File: config.mk
export PLATFORM = sky130hd
export DESIGN_NAME = wb_fetch_master
export DESIGN_NICKNAME = d
export VERILOG_FILES = /design/src/rtl/wb_fetch_master.sv
export SDC_FILE = /design/constraint.sdc
export NUM_CORES = 1
export LEC_CHECK = 0
export CORE_MARGIN = 2
export CORE_UTILIZATION = 49
export CTS_BUF_LIST = sky130_fd_sc_hd__clkbuf_2 sky130_fd_sc_hd__clkbuf_4 sky130_fd_sc_hd__clkbuf_8
export DETAILED_ROUTE_END_ITERATION = 10
export PLACE_DENSITY_LB_ADDON = 0.12
export SLEW_MARGIN = 10
export SYNTH_ARGS = -nofsm -noshare
export SYNTH_HDL_FRONTEND = slang
export SYNTH_SLANG_ARGS = --single-unit
File: constraint.sdc
create_clock -name i_clk -period 3.6 [get_ports i_clk]
set_input_delay 0.54 -clock i_clk [delete_from_list [all_inputs] [get_ports i_clk]]
set_output_delay 0.54 -clock i_clk [all_outputs]
set_load 0.01 [all_outputs]
File: src/rtl/wb_fetch_master.sv
// Pipelined Wishbone instruction-fetch master: prefetches 64-bit doublewords into a small FIFO
// and hands 32-bit instructions (low half first) to decode, with redirect flush.
module wb_fetch_master #(
  parameter logic [63:0] RESET_PC   = 64'h0,
  parameter int          FIFO_DEPTH = 4
) (
  input  logic        i_clk,
  input  logic        i_reset,
  output logic [63:0] o_wb_adr,
  output logic [63:0] o_wb_dat,
  input  logic [63:0] i_wb_dat,
  output logic        o_wb_we,
  output logic [7:0]  o_wb_sel,
  output logic        o_wb_stb,
  input  logic        i_wb_ack,
  input  logic        i_wb_stall,
  output logic        o_wb_cyc,
  input  logic        i_redirect,
  input  logic [63:0] i_redirect_pc,
  output logic        o_insn_valid,
  output logic [31:0] o_insn,
  output logic [63:0] o_insn_pc,
  input  logic        i_insn_ready
);

  localparam int CW = $clog2(FIFO_DEPTH + 1);
  localparam int PW = $clog2(FIFO_DEPTH);
  localparam int DW = CW + 3;
  localparam logic [CW:0]   DEPTH_C    = (CW + 1)'(FIFO_DEPTH);
  localparam logic [DW-1:0] DISC_LIMIT = DW'((1 << DW) - 1 - FIFO_DEPTH);

  typedef enum logic {IDLE, BUS} state_e;

  state_e        state_q, state_d;
  logic          stb_q, stb_d;
  logic [63:3]   fetch_pc_q, fetch_pc_d;
  logic [63:3]   head_addr_q, head_addr_d;
  logic          head_half_q, head_half_d;
  logic [CW-1:0] count_q, count_d;
  logic [CW-1:0] outst_q, outst_d;
  logic [DW-1:0] discard_q, discard_d;
  logic [PW-1:0] wr_ptr_q, wr_ptr_d;
  logic [PW-1:0] rd_ptr_q, rd_ptr_d;
  logic [63:0]   mem_q [FIFO_DEPTH];

  logic        cyc, accept, ack, drop_ack, live_ack;
  logic        valid, consume, pop, push, credit_ok;
  logic [63:0] head_dw;
  logic        unused_pc_bits;

  assign cyc      = (state_q == BUS);
  assign accept   = stb_q & ~i_wb_stall;
  assign ack      = i_wb_ack & cyc;
  assign drop_ack = ack & (discard_q != '0);
  assign live_ack = ack & (discard_q == '0);
  assign valid    = (count_q != '0);
  assign consume  = valid & i_insn_ready & ~i_redirect;
  assign pop      = consume & head_half_q;
  assign push     = live_ack & ~i_redirect;
  assign unused_pc_bits = ^i_redirect_pc[1:0];

  always_comb begin
    state_d     = state_q;
    fetch_pc_d  = fetch_pc_q;
    head_addr_d = head_addr_q;
    head_half_d = head_half_q;
    count_d     = count_q;
    outst_d     = outst_q;
    discard_d   = discard_q;
    wr_ptr_d    = wr_ptr_q;
    rd_ptr_d    = rd_ptr_q;

    if (i_redirect) begin
      // Every request the slave still owes us (including one accepted right now) becomes stale.
      fetch_pc_d  = i_redirect_pc[63:3];
      head_addr_d = i_redirect_pc[63:3];
      head_half_d = i_redirect_pc[2];
      count_d     = '0;
      wr_ptr_d    = '0;
      rd_ptr_d    = '0;
      outst_d     = '0;
      discard_d   = discard_q + DW'(outst_q) + DW'(accept) - DW'(ack);
    end else begin
      if (accept) fetch_pc_d = fetch_pc_q + 61'd1;
      if (push)   wr_ptr_d = wr_ptr_q + PW'(1);
      if (pop) begin
        rd_ptr_d    = rd_ptr_q + PW'(1);
        head_addr_d = head_addr_q + 61'd1;
      end
      if (consume) head_half_d = ~head_half_q;
      count_d   = count_q + CW'(push) - CW'(pop);
      outst_d   = outst_q + CW'(accept) - CW'(live_ack);
      discard_d = discard_q - DW'(drop_ack);
    end

    credit_ok = (({1'b0, count_d} + {1'b0, outst_d}) < DEPTH_C);
    // Cap on stale acks keeps the discard counter from wrapping under a redirect storm.
    stb_d     = credit_ok && (discard_d < DISC_LIMIT);
    state_d   = (stb_d || (outst_d != '0) || (discard_d != '0)) ? BUS : IDLE;
  end

  always_ff @(posedge i_clk) begin
    if (i_reset) begin
      state_q     <= IDLE;
      stb_q       <= 1'b0;
      fetch_pc_q  <= RESET_PC[63:3];
      head_addr_q <= RESET_PC[63:3];
      head_half_q <= RESET_PC[2];
      count_q     <= '0;
      outst_q     <= '0;
      discard_q   <= '0;
      wr_ptr_q    <= '0;
      rd_ptr_q    <= '0;
    end else begin
      state_q     <= state_d;
      stb_q       <= stb_d;
      fetch_pc_q  <= fetch_pc_d;
      head_addr_q <= head_addr_d;
      head_half_q <= head_half_d;
      count_q     <= count_d;
      outst_q     <= outst_d;
      discard_q   <= discard_d;
      wr_ptr_q    <= wr_ptr_d;
      rd_ptr_q    <= rd_ptr_d;
    end
  end

  always_ff @(posedge i_clk) begin
    if (push) mem_q[wr_ptr_q] <= i_wb_dat;
  end

  assign head_dw      = mem_q[rd_ptr_q];
  assign o_wb_adr     = {fetch_pc_q, 3'b000};
  assign o_wb_dat     = 64'h0;
  assign o_wb_we      = 1'b0;
  assign o_wb_sel     = stb_q ? 8'hFF : 8'h00;
  assign o_wb_stb     = stb_q;
  assign o_wb_cyc     = cyc;
  assign o_insn_valid = valid;
  assign o_insn       = valid ? (head_half_q ? head_dw[63:32] : head_dw[31:0]) : 32'h0;
  assign o_insn_pc    = valid ? {head_addr_q, head_half_q, 2'b00} : 64'h0;

endmodule
Yosys cells after proc, flatten, opt, wreduce, memory -nomap -nowiden

Memory sizes are Yosys's and may differ from the RTL's. A register that Yosys moved wholly into a read port is not among the register bits.
Cells that the tools add are included.

Register bits after elaboration: 141
Latch bits: 0
Memory bits (writable): 256
Memory bits (read-only): 0
Input bits: 134
Output and inout bits: 236
Word-level logic and storage cells: 67
Memories: 1

Add/subtract/negate cells: 13
Multipliers: 0
Div/mod/pow operators: 0
Order comparisons: 2
Eq/ne operators: 0
Shift-type cells: 0
Muxes and demuxes: 18
Bitwise gates (word level): 11
Reductions and logical operators: 12

Memories:

| memory | words | bits a word | rd ports | clocked after Yosys merged registers in | write ports | line | source |
|---|---|---|---|---|---|---|---|
| mem_q  | 4     | 64          | 1        | 1                                       | 1           | 44   | `logic [63:0] mem_q [FIFO_DEPTH];` |

Operator list:

| operator                                                                     | count |
|---|---|
| 61-bit two-way mux                                                           | 4 |
| 61-bit by 1-bit adder with 61-bit output, second input constant              | 2 |
| 32-bit two-way mux                                                           | 2 |
| 64-bit two-way mux                                                           | 1 |
| 6-bit nonzero test                                                           | 2 |
| 6-bit by 1-bit subtractor with 6-bit output                                  | 2 |
| 1-bit AND                                                                    | 8 |
| 8-bit two-way mux                                                            | 1 |
| 3-bit by 1-bit adder with 3-bit output                                       | 2 |
| 6-bit by 1-bit adder with 6-bit output                                       | 1 |
| 6-bit by 3-bit adder with 6-bit output                                       | 1 |
| 6-bit zero test                                                              | 1 |
| 6-bit less-than comparator, second input constant                            | 1 |
| 3-bit two-way mux                                                            | 2 |
| 6-bit two-way mux                                                            | 1 |
| 2-bit nonzero test                                                           | 3 |
| 3-bit nonzero test                                                           | 2 |
| 3-bit by 1-bit subtractor with 3-bit output                                  | 2 |
| 1-bit two-way mux                                                            | 5 |
| 2-bit by 1-bit adder with 2-bit output, second input constant                | 2 |
| 3-bit by 3-bit adder with 4-bit output                                       | 1 |
| 4-bit by 3-bit less-than comparator with 1-bit output, second input constant | 1 |
| 2-bit two-way mux                                                            | 2 |
| 1-bit inverter                                                               | 3 |
| other kinds (3)                                                              | 4 |

Logic depth before layout (Yosys ltp)

Word-level depth: 12
Mapped depth: 18
Mapped depth without buffers: 18

Worst setup path after synthesis

Ideal clock, no wire load.

Path kind: input -> register
From: input i_redirect
To: register stb_q, in the netlist o_wb_stb
Library setup time: 60 ps
Arrival time: 3462 ps
Required time: 3540 ps
Path slack: 78 ps
Cell stages on the path: 17
Path buffers: 3
Cell sequence: clkbuf_1 -> clkbuf_1 -> buf_1 -> nor2_1 -> inv_1 -> ha_1 -> inv_1 -> ha_1 -> inv_1 -> fa_1 -> xor2_1 -> xnor2_1 -> nor2_1 -> ha_1 -> nor3_1 -> and3_1 -> o41a_1

Word-level cells in the longest chain between the ends: 8
Elaborated cells on any way between the ends: 13
Those cells by class: add/sub (3); order compare (2); mux (3); bitwise (4); reduce/logical (1)

RTL lines:

| element                                                                    | line   | source |
|---|---|---|
| start: declaration                                                         | 18     | `input logic i_redirect,` |
| 1-bit inverter                                                             | 57, 59 |  |
| 1-bit AND, on equally long branches                                        | 59, 57 |  |
| 3-bit by 1-bit adder with 3-bit output / 1-bit AND (equally long branches) | 91, 58 |  |
| 3-bit by 1-bit subtractor with 3-bit output                                | 91     | `count_d = count_q + CW'(push) - CW'(pop);` |
| 3-bit two-way mux *                                                        | 73     | `if (i_redirect) begin` |
| net count_d[2]                                                             | 39     | `logic [CW-1:0] count_q, count_d;` |
| 3-bit by 3-bit adder with 4-bit output *                                   | 96     | `credit_ok = (({1'b0, count_d} + {1'b0, outst_d}) < DEPTH_C);` |
| 4-bit by 3-bit less-than comparator with 1-bit output *                    | 96     |  |
| 1-bit logical AND *                                                        | 98     | `stb_d = credit_ok && (discard_d < DISC_LIMIT);` |
| end signal: assignment                                                     | 116    | `stb_q <= stb_d;` |
| end: declaration                                                           | 35     | `logic stb_q, stb_d;` |

The timed path passes the listed nets; every way through them passes the cells marked *.
A chain may end at the register's enable or synchronous reset.

Worst setup path after layout

From: register count_q[2]
To: output o_insn_pc[27]

Word-level cells in the longest chain between the ends: 2

RTL lines:

| element                  | line | source |
|---|---|---|
| start: declaration       | 39   |  |
| start signal: assignment | 120  | `count_q <= count_d;` |
| 3-bit nonzero test       | 56   | `assign valid = (count_q != '0);` |
| 64-bit two-way mux       | 141  | `assign o_insn_pc = valid ? {head_addr_q, head_half_q, 2'b00} : 64'h0;` |
| end: declaration         | 22   | `output logic [63:0] o_insn_pc,` |

Every way passes these cells.

==> results.py <==
metrics = {
    "worst_setup_path": {
        "worstPathMaxFanout": 62,
        "crit_slowest_cell": "clkdlybuf4s50_1",
        "crit_chain": "nor3_2, buf_6, inv_1, buf_4, and2_1, clkdlybuf4s50_1",
        "r2r_start": "discard_q[4]",
        "critical_path_class": "reg2out",
        "worstPathRequired_ns": 3.06,
        "slowest_delay_ns": 0.54,
        "startpoint": "count_q[2]",
        "start_kind": "register",
        "endpoint_kind": "output port",
        "arrival_ns": 2.90,
    },
    "synthesis": {
        "ys_seq_area_share_pct": 54.3,
        "synthArstFlopShare_pct": 0,
        "synth-edff-count": 256,
        "synth_area_um2": 19400,
        "yosys-top-cells-area": "edfxtp_1 (40%), dfxtp_1 (15%), mux4_2 (7.4%)",
        "synth-seq-cells": 399,
        "synth_cell_types": 67,
        "synth_top_area_cell": "edfxtp_1",
        "synth.top_cell.area_share_pct": 39.6,
        "synth-main-ff-cell": "edfxtp_1",
        "synthCells": 1636,
        "yosysWarnings": 0,
        "synth.avg_cell_area_um2": 11.9,
        "yosysMostFrequentCell": "edfxtp_1",
        "synthTopCellsByCount": "edfxtp_1 (256), dfxtp_1 (143), nor2_1 (111)",
    },
    "routing": {
        "first_pass_iters": 5,
        "routed_wl_um": 53500,
        "remaining_drc_errors": 0,
        "viasPerCell": 5.74,
        "dr.first_iter.drc_count": 967,
        "avgRoutedWirePerCell_um": 21.2,
        "drtAntennaViolNets": 0,
        "vias": 14500,
    },
    "timing": {
        "fin_ws_ns": 0.158,
        "fin_crit_ns": 3.44,
        "rsz0062_at_grt": "no",
        "hold_viol": 0,
        "fmax_mhz": 291,
        "clock_skew_ns": 0.0268,
        "setup_tns_ns": 0,
        "worst_slew_pin_slew_ns": 1.04,
        "max_slew_margin_pct": 29.7,
        "slew_viol_final": 0,
        "setup_viol": 0,
        "min_period_over_period_pct": 95.6,
    },
    "die": {
        "dieWidth_um": 203,
        "dieArea_um2": 41200,
        "core_area_um2": 38900,
        "die_y_um": 203,
        "rows": 72,
        "ios": 370,
        "initial_core_util_pct": 49.9,
    },
    "clock_network": {
        "cts_tree": "yes",
        "cts_made_buffers": 69,
        "cts_hold_buf": 0,
        "root_buffer": "clkbuf_8",
        "cts-htree-levels": 3,
        "clkTransAtPathRegs_ns": 0.06,
        "cts.sinks": 399,
        "cts_buffer_depth": 3,
        "clk_latency_ns": 0.61,
    },
    "cells_and_area": {
        "drive_gt1_share_pct": 12.7,
        "nets": 2116,
        "finalNonFillerCells": 2521,
        "area_delta_synth_final_pct": 25.0,
    },
    "grt": {
        "antenna_found_initial": 3,
        "grt_pass1_vias": 14000,
        "grt.total_usage_pct": 25.7,
        "grt_overflow": 0,
        "grt_pass1_wl_um": 81300,
        "grt_max_degree": 68,
    },
    "place": {
        "numPortBuffers": 297,
        "dp_slack_ns": -0.105,
        "dp_cells": 2400,
        "routabilityCongestion": 0.890,
        "dp_hpwl_um": 37200,
    },
    "outcome": {
        "status": "finished clean",
    },
    "worst_hold_path": {
        "min_path_type": "reg2reg",
        "hold_start": "rd_ptr_q[1]",
    },
    "power": {
        "power_density_nw_per_um2": 443,
        "irDropWorstVdd_mv": 0.385,
        "cellLeakagePower_nw": 8.18,
    },
    "flow_run": {
        "drv_cap": 0,
    },
}
==> cell families after synthesis <==
family                   count (synthesis)  share of synthesized area (%)
AO/OA/AOI/OAI                          251                           8.97
buffers and inverters                  209                           5.66
flip-flops                             399                           54.3
XOR/XNOR                                63                           2.84
AND/OR/NAND/NOR                        584                           16.9
multiplexers                           101                           9.33
adder cells (fa/ha/maj)                 28                           1.96
other                                    1                         0.0193
==> critical path: cells and delay by family, from the launching register on <==
kind / cells / cell delay [ns]
flops: 1 / 0.35
simple gates: 2 / 0.58
buf+inv: 4 / 1.32
==> cell usage in the layout (no fill, tap or decap), drive strengths merged, types with 16 or more instances in the layout <==
| cell type | n |
|---|---|
| a21oi | 28 |
| buf | 59 |
| clkdlybuf4s50 | 296 |
| conb | 70 |
| clkinv | 18 |
| edfxtp | 256 |
| nand3 | 62 |
| nor2 | 111 |
| ha | 24 |
| o21a | 37 |
| nor3 | 37 |
| mux2i | 36 |
| o21ai | 42 |
| xnor2 | 26 |
| xor2 | 37 |
| nand2 | 83 |
| and3 | 29 |
| and4 | 31 |
| dfxtp | 143 |
| nand4 | 53 |
| a21boi | 34 |
| and2 | 80 |
| nor4 | 20 |
| clkbuf | 93 |
| a31oi | 18 |
| or4 | 16 |
| o31ai | 16 |
| inv | 33 |
| a211oi | 31 |
| mux4 | 64 |
==> stage by stage <==
stage                     hold WS [ns]  instance area (um^2)  total power [mW]  utilization [%]
final                            0.520                 24300              10.8             62.4
after global routing             0.557                 24300              11.2             62.4
after CTS                        0.516                 24300              10.8             62.3
after detailed placement         0.525                 22900              6.71             58.8
after global placement           0.510                 22900              6.68             58.8
after floorplan                  0.483                 19700              6.13                -
==> layer usage <==
| layer | routed length (um) | part of all wire [%] | GRT usage, % |
|---|---|---|---|
| met2 | 25500 | 48 | 41.5 |
| met4 | 1520 | 2.8 | 9.49 |
| met5 | 30 | 0.056 | 0 |
| met1 | 22500 | 42 | 34.3 |
| met3 | 3900 | 7.3 | 5.36 |
==> sequential cells by signal, indices dropped and copies added (netlist names), named ones only <==
signal / flops
mem_q: 256
fetch_pc_q: 61
head_addr_q: 61
discard_q: 6
count_q: 3
outst_q: 3
rd_ptr_q: 2
wr_ptr_q: 2
head_half_q: 1
o_wb_cyc: 1
o_wb_stb: 1
==> worst paths after layout <==
check	end	slack [ns]	cells past startpoint
worst max-delay path	o_insn_pc[27]	0.16	6
worst max register to register	o_wb_stb	0.25	18
worst min-delay path	register	0.52	2
worst min register to register	register	0.52	2
==> where the power goes <==
group | internal [mW] | switching (mW) | leakage [nW]
Sequential | 5.04 | 0.174 | 3.49
Clock | 2.31 | 1.82 | 0.708
Combinational | 0.693 | 0.722 | 3.98
==> layout make-up <==
class / instances / area (um^2)
antenna: 3 / 7.51
clock buffer: 93 / 1160
clock inverter: 24 / 195
fill: 3113 / 14600
inverter: 32 / 123
multi-input combinational: 1097 / 8070
sequential: 399 / 10600
tap: 518 / 648
timing repair buffer: 355 / 3520
==> what timing repair did <==
action                                  4_1_cts  5_1_grt
gates resized for setup                       0        3
buffers inserted                              0        1
endpoints found under the setup margin        0       63
Note: power is estimated with default switching activity, not from simulation.
